File: config.mk
export PLATFORM = sky130hd
export DESIGN_NAME = serial_adder
export DESIGN_NICKNAME = d
export VERILOG_FILES = /design/src/rtl/serial_adder.sv
export SDC_FILE = /design/constraint.sdc
export NUM_CORES = 1
export LEC_CHECK = 0
export ABC_AREA = 1
export BUFFER_PORTS_ARGS = -buffer_cell sky130_fd_sc_hd__buf_2
export CAP_MARGIN = 10
export CORE_MARGIN = 8
export CORE_UTILIZATION = 36
export DETAILED_ROUTE_END_ITERATION = 10
export SLEW_MARGIN = 10
export SYNTH_ARGS = -nofsm -noshare
export SYNTH_HDL_FRONTEND = slang
export SYNTH_SLANG_ARGS = --single-unit
File: constraint.sdc
create_clock -name clk -period 1.3 [get_ports clk]
set_input_delay 0.065 -clock clk [delete_from_list [all_inputs] [get_ports clk]]
set_output_delay 0.065 -clock clk [all_outputs]
set_load 0.005 [all_outputs]
File: src/rtl/serial_adder.sv
// Bit-serial adder: one full-adder step per clock, LSB first, with a start/done
// handshake and a parallel registered result that only updates when a sum completes.
module serial_adder #(
  parameter int WIDTH = 8
) (
  input  logic             clk,
  input  logic             rst_n,
  input  logic             start,
  input  logic [WIDTH-1:0] a,
  input  logic [WIDTH-1:0] b,
  input  logic             cin,
  output logic             busy,
  output logic             done,
  output logic [WIDTH-1:0] sum,
  output logic             cout,
  output logic [1:0]       state_dbg
);

  localparam int CW = (WIDTH > 1) ? $clog2(WIDTH) : 1;

  typedef enum logic [1:0] {
    IDLE = 2'd0,
    RUN  = 2'd1,
    DONE = 2'd2
  } state_t;

  state_t           state_q, state_d;
  logic [WIDTH-1:0] a_sh, b_sh, r_sh;
  logic             c_q;
  logic [CW-1:0]    cnt_q;
  logic             s_bit, c_next;
  logic             accept, last_step;

  // Handshake: start is a request sampled on a rising edge whenever the block is
  // not in RUN (IDLE or DONE); an accepted start captures a/b/cin on that edge.
  // done is a single-cycle pulse asserted while sum/cout first show a new result.
  assign s_bit     = a_sh[0] ^ b_sh[0] ^ c_q;
  assign c_next    = (a_sh[0] & b_sh[0]) | (a_sh[0] & c_q) | (b_sh[0] & c_q);
  assign accept    = start && (state_q != RUN);
  assign last_step = (state_q == RUN) && (cnt_q == CW'(WIDTH - 1));

  always_comb begin
    state_d = state_q;
    case (state_q)
      IDLE:    if (start) state_d = RUN;
      RUN:     if (last_step) state_d = DONE;
      DONE:    state_d = start ? RUN : IDLE;
      default: state_d = IDLE;
    endcase
  end

  always_ff @(posedge clk or negedge rst_n) begin
    if (!rst_n) state_q <= IDLE;
    else        state_q <= state_d;
  end

  always_ff @(posedge clk or negedge rst_n) begin
    if (!rst_n) begin
      a_sh  <= '0;
      b_sh  <= '0;
      r_sh  <= '0;
      c_q   <= 1'b0;
      cnt_q <= '0;
    end else if (accept) begin
      a_sh  <= a;
      b_sh  <= b;
      r_sh  <= '0;
      c_q   <= cin;
      cnt_q <= '0;
    end else if (state_q == RUN) begin
      a_sh  <= {1'b0, a_sh[WIDTH-1:1]};
      b_sh  <= {1'b0, b_sh[WIDTH-1:1]};
      r_sh  <= {s_bit, r_sh[WIDTH-1:1]};
      c_q   <= c_next;
      // Hold on the final step so the narrow counter never wraps.
      if (!last_step) cnt_q <= cnt_q + CW'(1);
    end
  end

  // The result register is published only on the RUN->DONE edge.
  always_ff @(posedge clk or negedge rst_n) begin
    if (!rst_n) begin
      sum  <= '0;
      cout <= 1'b0;
    end else if (last_step) begin
      sum  <= {s_bit, r_sh[WIDTH-1:1]};
      cout <= c_next;
    end
  end

  assign busy      = (state_q == RUN);
  assign done      = (state_q == DONE);
  assign state_dbg = state_q;

endmodule

Yosys cells after proc, flatten, opt, wreduce, memory -nomap -nowiden
Cells that the tools add are included.
{"block": "totals", "reg_bits": 39, "input_bits": 20, "output_inout_bits": 13, "wordCells": 44}
{"block": "classes", "n_addsub": 1, "n_eq_ne": 7, "mux": 15, "n_bitwise": 7, "reduce_logical": 6}
{"cell": "two-way mux 8 bit", "n": 6}
{"cell": "two-way mux 3 bit", "n": 3}
{"cell": "case mux 2 bit (3 select lines)", "n": 1}
{"cell": "two-way mux 2 bit", "n": 2}
{"cell": "inequality test 2 x 1 -> 1 bit (second input constant)", "n": 2}
{"cell": "inequality test 2 bit (second input constant)", "n": 2}
{"cell": "AND reduction 2 bit", "n": 2}
{"cell": "adder 3 x 1 -> 3 bit (second input constant)", "n": 1}
{"cell": "bitwise AND 1 bit", "n": 3}
{"cell": "== test 3 bit (second input constant)", "n": 1}
{"cell": "two-way mux 1 bit", "n": 3}
{"cell": "== test 2 x 1 -> 1 bit (second input constant)", "n": 1}
{"cell": "== test 2 bit (second input constant)", "n": 1}
{"cell": "logical AND 1 bit", "n": 2}
{"cell": "logical NOT 2 bit", "n": 1}
{"cell": "OR 1 bit", "n": 2}
{"cell": "nonzero test 2 bit", "n": 1}
{"cell": "bitwise XOR 1 bit", "n": 2}

Longest topological paths before layout
{"block": "logic_depth", "depth_word": 5, "mapped_depth": 7, "ltp_nobuf": 7}

Least setup slack after synthesis
Ideal clock, no wire load.
{"block": "synth_timing", "path_type": "register to register", "from": "register cnt_q[0]", "to": "register cnt_q[0]", "setup_time_ns": 0.065, "t_arrival_ns": 1.208, "required_ns": 1.235, "setup_slack_ns": 0.027, "stages_incl_launch_ff": 8, "path_buffers": 0, "synth_period_minus_slack_ns": 1.273, "path_cell_list": "dfrtp_1 ha_1 ha_1 inv_1 nand3_1 inv_1 nand2_1 nand2_1"}
{"block": "synth_between", "elab_chain_len": 4, "elab_cells_between_ends": 8, "classes_between": "add/sub (1); eq/ne (2); mux (3); reduce/logical (2)"}
{"element": "start, declared", "line_no": "30", "rtl": "logic [CW-1:0] cnt_q;"}
{"element": "start signal, assigned", "line_no": "76", "rtl": "if (!last_step) cnt_q <= cnt_q + CW'(1);"}
{"element": "adder 3 x 1 -> 3 bit or == test 3 bit (tied branches)", "line_no": "76, 40"}
{"element": "two-way mux 3 bit or logical AND 1 bit (tied branches)", "line_no": "76, 40"}
{"element": "two-way mux 3 bit or inequality test 2 bit (tied branches)"}
{"element": "two-way mux 3 bit or AND reduction 2 bit (tied branches)"}
Parallel ways exist; a longest one is shown, timed or not. The select of a mux whose other input is x is not followed.
A chain may end at the register's enable or synchronous reset.

Final worst setup path
{"block": "layout_timing", "from": "register state_q[0], in the netlist state_dbg[0]", "to": "output port busy"}
{"block": "layout_between", "elab_chain_len": 1}
{"element": "start, declared", "line_no": "27", "rtl": "state_t state_q, state_d;"}
{"element": "start signal, assigned", "line_no": "54", "rtl": "else state_q <= state_d;"}
{"element": "== test 2 x 1 -> 1 bit", "line_no": "91", "rtl": "assign busy = (state_q == RUN);"}
{"element": "end, declared", "line_no": "12", "rtl": "output logic busy,"}
Every way passes these cells.

==> Implementation_results.wiki <==
{| class="wikitable"
! Metric !! Value
|-
| Status || completed
|-
| Pin count of the biggest net entering global routing || 39
|-
| Cells after DPL || 276
|-
| Clock root buffer master || clkbuf_8
|-
| Via total after detailed routing || 1,351
|-
| Sequence of cells on the critical path || inv_2 -> nor2_8 -> buf_2
|-
| Share of the synthesized area in compound gates (AO/OA/AOI/OAI) || 0.002967
|-
| Buffers from clock root to sink, at most || 2
|-
| Total track usage || 0.1103
|-
| Max VDD drop || 0.0007837 V
|-
| Final setup violation count || 0
|-
| Die Y-Extent || 84.45 um
|-
| Cell area after synthesis || 1687 um2
|-
| TritonCTS clock tree || built
|-
| Crit Path Category || reg2out
|-
| Residual DRC || 0
|-
| Simple-Gate Fraction of Synth Area || 0.3494
|-
| Overall power || 4.572 mW
|-
| Critical path startpoint category || register
|-
| H-tree depth reported by CTS || 2
|-
| Worst-path cell with the longest stage delay || dfrtp_2
|-
| Total detailed-routing wirelength || 3674 um
|-
| Die area || 7131 um2
|-
| Netlist cell types || 17
|-
| Post-layout instance count excluding filler cells || 289
|-
| GPL Wtd Cong || 0.6885
|-
| Core Area || 4629 um2
|-
| # IOs || 33
|-
| Arrival time at the worst endpoint || 1190 ps
|-
| Drt first-iter violations || 68
|-
| Antenna diodes || 0
|-
| Final HPWL from detailed placement || 2499 um
|-
| Maximum fanout along the worst path || 11
|-
| Max Cap Violations || 0
|-
| Number of storage elements in the synthesis netlist || 38
|-
| Number of buffers added on ports || 32
|-
| Gate count of the mapped netlist || 188
|-
| Total overflow reported by the global router || 0
|-
| Largest family of logic cells by synthesized area || simple AND/OR/NAND/NOR gates
|-
| Multiplexer fraction of the synthesized cell area || 0
|-
| Area share of the largest cell type after synthesis || 0.5638
|-
| Number of filler instances in the final layout || 476
|-
| WP data required || 1240 ps
|-
| Maximum achievable frequency || 799.3 MHz
|-
| Count of warnings emitted by yosys || 0
|-
| Clock slew seen by the registers of the worst setup and hold paths || 70 ps
|-
| Antenna violations before repair || 0
|-
| Top cell type by total area after synthesis || dfrtp_1
|-
| Net count of the finished layout || 257
|-
| Clock net sink count || 38
|-
| DRT antenna net count || 0
|-
| Cell Pwr Density || 2176 nW/um2
|-
| DIE WIDTH || 84.45 um
|-
| Sequential-to-total area share from yosys stat || 0.5638
|-
| Number of vias per cell || 4.675
|-
| Cell types with the largest area share after synthesis || dfrtp_1 (56%), nand2_1 (17%), nand3_1 (15%), buf_6 (2.7%), ha_1 (1.5%)
|-
| Site row count || 25
|-
| Insertion delay to the later sink of the worst-skew pair || 290 ps
|-
| Setup crit end kind || output pin
|-
| Post-Synth XOR/XNOR Area || 0
|-
| Nets in the synthesized netlist || 211
|-
| Global-route wire length before repair || 6320 um
|-
| Final hold violation count || 0
|-
| Class of the tightest hold or removal check || in2reg
|-
| WL/cell || 12.71 um
|-
| Post-synthesis to final-layout area growth || 24.55%
|-
| Slew at the pin closest to its max-slew limit || 495.5 ps
|-
| Crit share post-route || 0.9624
|-
| Number of global-route vias before repair || 1,425
|-
| Leakage power || 1.118 nW
|-
| Most frequent cells in the layout || nand2_1 (76), nand3_1 (48), dfrtp_1 (37)
|-
| Peak per-stage delay on the critical path || 460 ps
|-
| 1st-pass router iterations || 4
|-
| CTS Buf Count || 5
|-
| Share of synthesized cell area in full adder, half adder and majority cells || 0.02671
|-
| Starting Density || 0.3643
|-
| Post-layout utilization of the core || 0.4538
|-
| Relative slew margins || 0.6693
|-
| Setup TNS || 0 ps
|-
| Number of pins exceeding their max-slew limit in the final report || 0
|-
| Post-layout min period || 1251 ps
|-
| Setup clock skew after layout || 7.959 ps
|-
| Worst setup slack after placement || -40.79 ps
|-
| Commonest non-fill, non-tap cell in the layout || nand2_1
|-
| Layout cells sized above 1 || 0.2723
|-
| Slack of the critical path || 48.89 ps
|-
| Avg Cell Area, Syn || 8.971 um2
|}
==> repair_timing <==
action / 4_1_cts / 5_1_grt
endpoints found under the hold margin: 40 / 0
cloned: 0 / 1
setup endpoints to repair: 10 / 13
pin swaps: 2 / 4
setup buffers: 0 / 2
resized for setup: 4 / 7
hold buffers: 3 / 0
==> synthesized netlist by cell type <==
cell	number
nand2_1	76
nand3_1	49
dfrtp_1	38
inv_1	5
buf_6	4
buf_2	2
buf_4	2
ha_1	2
inv_2	2
fa_1	1
nand2_2	1
nand2_4	1
nor2_1	1
nor2_2	1
nor2_4	1
nor2_8	1
o21ai_0	1
==> power by group <==
group / internal [mW] / switching (mW)
clock network: 0.428 / 0.394
logic: 0.774 / 0.982
registers: 1.68 / 0.317
total: 2.88 / 1.69
==> stage by stage <==
stage | area (um2) | hold slack, ps
after CTS | 2042 | 9.477
after detailed placement | 1919 | 151.1
after global routing | 2101 | 17.05
after global placement | 1919 | 149.2
after floorplan | 1687 | -230.6
final | 2101 | 16.80
==> critical path, delay by kind of cell (launching register included) <==
family | cells | cell delay (ps)
buf+inv | 2 | 240
flops | 1 | 460
simple gates | 1 | 200
==> worst paths after layout <==
kind	startpoint	to	slack [ps]	cells past startpoint
hold reg to reg	sum[2]$_DFFE_PN0P_	sum[2]$_DFFE_PN0P_	470	2
max in group asynchronous	rst_n	state_dbg[0]$_DFFE_PN0P_	590	3
hold / removal	b[4]	b_sh[4]$_DFFE_PN0P_	20	3
setup reg to reg	cnt_q[0]$_DFFE_PN0P_	sum[5]$_DFFE_PN0P_	80	7
min in group asynchronous	rst_n	sum[0]$_DFFE_PN0P_	350	3
setup / recovery	state_dbg[0]$_DFFE_PN0P_	busy	50	3
==> per-layer routing <==
metal	track usage	part of all wire
met1	0.1161	0.46
met2	0.1891	0.48
met3	0.04195	0.051
met4	0.05340	0.013
met5	0	0
==> state kept, by name, summed over array words and instances, names as in the netlist <==
register / flops
b_sh: 8
sum: 8
a_sh: 8
r_sh: 7
state_dbg: 2
c_q: 1
cout: 1
cnt_q: 3
==> area by class of cell <==
cell class,count,area [um2],area share
Clock buffer,7,86.33,0.04110
Timing Repair Buffer,46,276.5,0.1316
Inverter,7,26.28,0.01251
Tap cell,54,67.56,0.03216
Clock inverter,1,5.005,0.002382
Multi-Input combinational cell,136,686.9,0.3270
Sequential cell,38,952.2,0.4532
==> cells by family (layout without fill, tap and decap cells) <==
kind of cell,count (synthesis),count (layout)
AND/OR/NAND/NOR,131,132
buffers and inverters,15,61
adder cells (fa/ha/maj),3,3
flip-flops,38,38
AO/OA/AOI/OAI,1,1
No activity file was read; power rests on OpenSTA's default activity.
